$ cat src/rtl/dcache_ram_if_pkg.sv
// Shared widths, cache-line geometry and FSM state type for the DCache memory bridge.
package dcache_ram_if_pkg;

  localparam int RV32_ADDR_WIDTH   = 32;
  localparam int WORD_WIDTH        = 32;
  localparam int CACHE_LINE_WORDS  = 4;
  localparam int CACHE_LINE_OFFSET = 4;
  localparam int BEAT_WIDTH        = 2;

  typedef enum logic [1:0] {
    ST_IDLE     = 2'd0,
    ST_WR_BURST = 2'd1,
    ST_RD_BURST = 2'd2
  } state_e;

endpackage

$ cat src/rtl/dcache_ram_if.sv
// Turns DCache line write-backs and refills into 4-beat word bursts on an ack-based bus.
// Write-back wins over a simultaneous refill; refill words return one cycle after each ack.
module dcache_ram_if
  import dcache_ram_if_pkg::*;
#(
  parameter int ADDR_WIDTH = RV32_ADDR_WIDTH,
  parameter int DATA_WIDTH = WORD_WIDTH
) (
  input  logic                                 clk,
  input  logic                                 rst,
  input  logic                                 ram_rd_req_i,
  input  logic [ADDR_WIDTH-1:0]                ram_rd_addr_i,
  output logic                                 ram_rd_rdy_o,
  output logic [DATA_WIDTH-1:0]                ram_rd_data_o,
  output logic                                 ram_rd_valid_o,
  output logic [2:0]                           ram_rd_num_o,
  input  logic                                 ram_wr_req_i,
  input  logic [ADDR_WIDTH-1:0]                ram_wr_addr_i,
  input  logic [CACHE_LINE_WORDS*DATA_WIDTH-1:0] ram_wr_data_i,
  output logic                                 ram_wr_rdy_o,
  output logic                                 mem_req_o,
  output logic                                 mem_we_o,
  output logic [ADDR_WIDTH-1:0]                mem_addr_o,
  output logic [DATA_WIDTH-1:0]                mem_wdata_o,
  input  logic [DATA_WIDTH-1:0]                mem_rdata_i,
  input  logic                                 mem_ack_i
);

  state_e                                      r_state;
  state_e                                      w_state_nxt;
  logic [BEAT_WIDTH-1:0]                       r_beat;
  logic [BEAT_WIDTH-1:0]                       w_beat_nxt;
  logic [ADDR_WIDTH-CACHE_LINE_OFFSET-1:0]     r_line_addr;
  logic [CACHE_LINE_WORDS-1:0][DATA_WIDTH-1:0] r_line;
  logic                                        r_rd_valid;
  logic [2:0]                                  r_rd_num;
  logic [DATA_WIDTH-1:0]                       r_rd_data;
  logic                                        w_wr_acc;
  logic                                        w_rd_acc;
  logic                                        w_rd_beat_done;
  logic                                        w_unused_addr_bits;

  assign w_unused_addr_bits = ^{ram_rd_addr_i[CACHE_LINE_OFFSET-1:0],
                                ram_wr_addr_i[CACHE_LINE_OFFSET-1:0]};

  always_ff @(posedge clk) begin
    if (rst) begin
      r_state <= ST_IDLE;
      r_beat  <= '0;
    end else begin
      r_state <= w_state_nxt;
      r_beat  <= w_beat_nxt;
    end
  end

  always_comb begin
    w_state_nxt = r_state;
    w_beat_nxt  = r_beat;
    w_wr_acc    = 1'b0;
    w_rd_acc    = 1'b0;
    case (r_state)
      ST_IDLE: begin
        if (ram_wr_req_i) begin
          w_wr_acc    = 1'b1;
          w_state_nxt = ST_WR_BURST;
          w_beat_nxt  = '0;
        end else if (ram_rd_req_i) begin
          w_rd_acc    = 1'b1;
          w_state_nxt = ST_RD_BURST;
          w_beat_nxt  = '0;
        end
      end
      ST_WR_BURST, ST_RD_BURST: begin
        if (mem_ack_i) begin
          w_beat_nxt = r_beat + 2'd1;
          if (r_beat == 2'd3) w_state_nxt = ST_IDLE;
        end
      end
      default: w_state_nxt = ST_IDLE;
    endcase
  end

  assign w_rd_beat_done = (r_state == ST_RD_BURST) && mem_ack_i;

  always_ff @(posedge clk) begin
    if (rst) begin
      r_line_addr <= '0;
      r_line      <= '0;
      r_rd_valid  <= 1'b0;
      r_rd_num    <= 3'd0;
      r_rd_data   <= '0;
    end else begin
      if (w_wr_acc) begin
        r_line_addr <= ram_wr_addr_i[ADDR_WIDTH-1:CACHE_LINE_OFFSET];
        r_line      <= ram_wr_data_i;
      end else if (w_rd_acc) begin
        r_line_addr <= ram_rd_addr_i[ADDR_WIDTH-1:CACHE_LINE_OFFSET];
      end
      // Refill words are numbered 1..4 so the DCache can leave REFILL on num==4.
      r_rd_valid <= w_rd_beat_done;
      r_rd_num   <= w_rd_beat_done ? ({1'b0, r_beat} + 3'd1) : 3'd0;
      if (w_rd_beat_done) r_rd_data <= mem_rdata_i;
    end
  end

  assign ram_wr_rdy_o   = (r_state == ST_IDLE);
  assign ram_rd_rdy_o   = (r_state == ST_IDLE) && !ram_wr_req_i;
  assign ram_rd_valid_o = r_rd_valid;
  assign ram_rd_num_o   = r_rd_num;
  assign ram_rd_data_o  = r_rd_data;

  assign mem_req_o   = (r_state != ST_IDLE);
  assign mem_we_o    = (r_state == ST_WR_BURST);
  assign mem_addr_o  = {r_line_addr, r_beat, 2'b00};
  assign mem_wdata_o = r_line[r_beat];

endmodule

$ cat config.mk
export PLATFORM = sky130hd
export DESIGN_NAME = dcache_ram_if
export DESIGN_NICKNAME = d
export VERILOG_FILES = /design/src/rtl/dcache_ram_if_pkg.sv /design/src/rtl/dcache_ram_if.sv
export SDC_FILE = /design/constraint.sdc
export NUM_CORES = 1
export LEC_CHECK = 0
export CAP_MARGIN = 20
export CELL_PAD_IN_SITES_DETAIL_PLACEMENT = 2
export CELL_PAD_IN_SITES_GLOBAL_PLACEMENT = 2
export CORE_MARGIN = 4
export CORE_UTILIZATION = 26
export CTS_CLUSTER_DIAMETER = 50
export CTS_CLUSTER_SIZE = 16
export DETAILED_ROUTE_END_ITERATION = 10
export MAX_ROUTING_LAYER = met4
export PLACE_DENSITY_LB_ADDON = 0.1
export SYNTH_ARGS = -nofsm -noshare
export SYNTH_HDL_FRONTEND = slang
export SYNTH_SLANG_ARGS = --single-unit
$ cat constraint.sdc
create_clock -name clk -period 2.43 [get_ports clk]
set_input_delay 0.243 -clock clk [delete_from_list [all_inputs] [get_ports clk]]
set_output_delay 0.243 -clock clk [all_outputs]
set_load 0.02 [all_outputs]
==> flow_metrics.py, run 1 <==
metrics = {
    "power_and_ir_drop": {
        "p_leak_uw": 0.00455,
        "max-vdd-ir-drop_uv": 449,
        "powerDensity_nw_per_um2": 761,
    },
    "min_path": {
        "worst_hold_startpoint": "ram_wr_data_i[105]",
        "whs_endpoint": "r_line[105]",
        "hold_depth": 3,
        "holdCritPathClass": "input pin to flip-flop",
    },
    "yosys": {
        "avgSynthCellArea_um2": 8.55,
        "yosysMostFrequentCell": "nand2_1",
        "synth_area_leaders": "dfxtp_1, nand2_1, a21oi_1",
        "ys_types": 34,
        "ys_top_cells_by_count": "nand2_1, dfxtp_1, a21oi_1, clkbuf_1, o21ai_0",
        "synth_edf_count": 0,
        "yosysTopAreaCell": "dfxtp_1",
        "synth_top_area_frac": 0.491,
        "yosysSeqAreaShare": 0.491,
        "synthCells": 934,
        "ys_ff_latch": 196,
        "synth_ff_type": "dfxtp_1",
        "syn_area_um2": 7990,
        "synthArstFlopShare": 0,
        "yosysWarnings": 0,
    },
    "grt": {
        "antenna_found_initial": 2,
        "grt_pass1_vias": 8398,
        "grt_pass1_wl_um": 47200,
        "grt_util_all_layers": 0.184,
        "grt_max_degree": 165,
        "gr-total-overflow": 0,
    },
    "route": {
        "drt_iter0_markers": 283,
        "routed-wl-met2_um": 15500,
        "dr.max_layer_used": "met4",
        "ant_nets": 0,
        "firstDrtPassIters": 4,
        "routed_wl_um": 31000,
        "wl_per_cell_um": 19.1,
        "vias": 7670,
        "drc_errors": 0,
        "viasPerCell": 4.74,
        "met1_length_um": 13300,
        "wl_met3_um": 1810,
    },
    "run": {
        "maxCapViolations": 0,
    },
    "finish": {
        "area_growth_pct": 51.1,
        "drive_above_1_share": 0.0668,
        "nNetsFinal": 1447,
        "design_area_um2": 12100,
    },
    "worst_setup_path": {
        "crit_start": "r_beat[0]",
        "worstPathMaxFanout": 23,
        "worst-r2r-cell-count": 6,
        "worstSetupEndpointType": "output port",
        "required_ns": 2.19,
        "critPathKind": "flip-flop to output port",
        "start_kind": "flip-flop",
        "regToRegEndpoint": "r_line[47]",
        "reg2reg_slack_ns": 0.68,
        "arrival_ns": 2.12,
        "reg2reg_from": "r_state[0]",
    },
    "timing": {
        "finalHoldViolCount": 0,
        "drv_slew": 0,
        "fmax_ghz": 0.423,
        "relSlewSlack": 0.429,
        "period_share": 0.973,
        "rsz0062_at_grt": "false",
        "skew_ns": 0.0168,
        "finalSetupViolCount": 0,
        "worst_pin_slew_ns": 0.856,
        "tns_ns": 0,
        "post-route-min-period_ns": 2.37,
        "worst_slack_ns": 0.0649,
    },
    "floorplan": {
        "core_area_um2": 30000,
        "initial_core_util": 0.267,
        "dieArea_um2": 33600,
        "rows": 63,
        "pin_count": 333,
        "die_h_um": 183,
        "die_width_um": 183,
    },
    "clock_network": {
        "path_clk_slew_ns": 0.08,
        "cts.path.max_buffers": 2,
        "cts_sinks": 196,
        "cts-root-buf": "clkbuf_16",
        "clk-insertion-delay-late_ns": 0.44,
        "post_cts_buffers": 0,
        "htree_levels": 4,
        "cts_tree": "built",
        "cts_buffers": 17,
    },
    "placed_design": {
        "gp_congestion": 0.770,
        "dp_slack_ns": 0.373,
        "port_buffers": 322,
        "place_area_um2": 11500,
        "place_hpwl_um": 21500,
    },
    "status": {
        "status": "finished clean",
    },
}
==> worst max path at each step <==
stage / depth (start not counted) / to / slack [ns]
floorplan: 6 / mem_req_o / 0.74
global placement: 5 / r_line_addr[14] / 0.38
detailed placement: 3 / ram_rd_rdy_o / 0.37
CTS: 3 / mem_wdata_o[10] / 0.005
global route: 3 / mem_wdata_o[16] / 0.0008
finish: 3 / mem_wdata_o[16] / 0.06
==> flip-flops by register name (all words and copies together) (netlist names) <==
name / count
r_beat: 2
ram_rd_valid_o: 1
r_line_addr: 28
r_line: 128
ram_rd_num_o: 3
r_state: 2
ram_rd_data_o: 32
==> cells by family after synthesis <==
logic type,count (synthesis),share of synthesized area
multiplexers,32,0.0940
AO/OA/AOI/OAI,255,0.174
other,1,0.000470
flip-flops,196,0.491
AND/OR/NAND/NOR,361,0.175
buffers and inverters,85,0.0591
adder cells (fa/ha/maj),4,0.00627
==> stage by stage <==
step | util | hold slack (ns) | instances | power, uW
6_report | 0.403 | 0.343 | 1619 | 9190
5_1_grt | 0.403 | 0.332 | 1619 | 9760
4_1_cts | 0.402 | 0.320 | 1617 | 9380
3_5_place_dp | 0.383 | 0.447 | 1585 | 6510
3_3_place_gp | 0.383 | 0.439 | 1585 | 6460
2_1_floorplan | - | 0.379 | 935 | 5290
==> per-layer routing <==
layer | up-vias | global-route usage
met5 | - | -
met4 | 0 | 0.0399
met3 | 20 | 0.0500
met2 | 185 | 0.314
met1 | 3750 | 0.218
li1 | 3715 | -
==> final cells by class <==
type,count,area [um^2]
Multi-Input combinational cell,654,3610
Tap cell,390,488
Clock inverter,13,138
Inverter,5,18.8
Timing Repair Buffer,340,3450
Clock buffer,19,433
Fill cell,3378,17900
Sequential cell,196,3930
Antenna cell,2,5.00
==> critical path: stages (launching register included) <==
cell and delay [ns]:
dfxtp_2 0.35, buf_12 0.23, mux4_2 0.56, clkdlybuf4s50_1 0.56
==> timing repair <==
action / 4_1_cts / 5_1_grt
pin swaps: 0 / 0
hold buffers: 0 / 0
gates cloned: 0 / 0
endpoints found under the setup margin: 16 / 13
hold endpoints to repair: 0 / 0
resized for setup: 12 / 13
==> cells in the final DEF (no fill, tap or decap), types with 8 or more instances in the layout <==
| cell | instances |
|---|---|
| a21oi_1 | 190 |
| buf_4 | 11 |
| clkbuf_16 | 17 |
| clkdlybuf4s50_1 | 298 |
| dfxtp_1 | 194 |
| dlygate4sd2_1 | 11 |
| dlymetal6s2s_1 | 12 |
| mux4_1 | 8 |
| mux4_2 | 24 |
| nand2_1 | 324 |
| nor2_1 | 25 |
| o21ai_0 | 28 |
| o2bb2ai_1 | 22 |
==> report_power, final <==
part	switching (uW)	leakage, uW	internal (uW)
registers	193	0.00161	3590
clock network	1450	0.000276	1380
logic	1400	0.00267	1180
total	3040	0.00455	6150
No activity file was read; power rests on OpenSTA's default activity.
==> inputs of run 2 (changes only) <==
Settings changed: CAP_MARGIN 20 to unset.
==> results of run 2 <==
No change in the layout: final DEF, timing and power equal those of run 1.
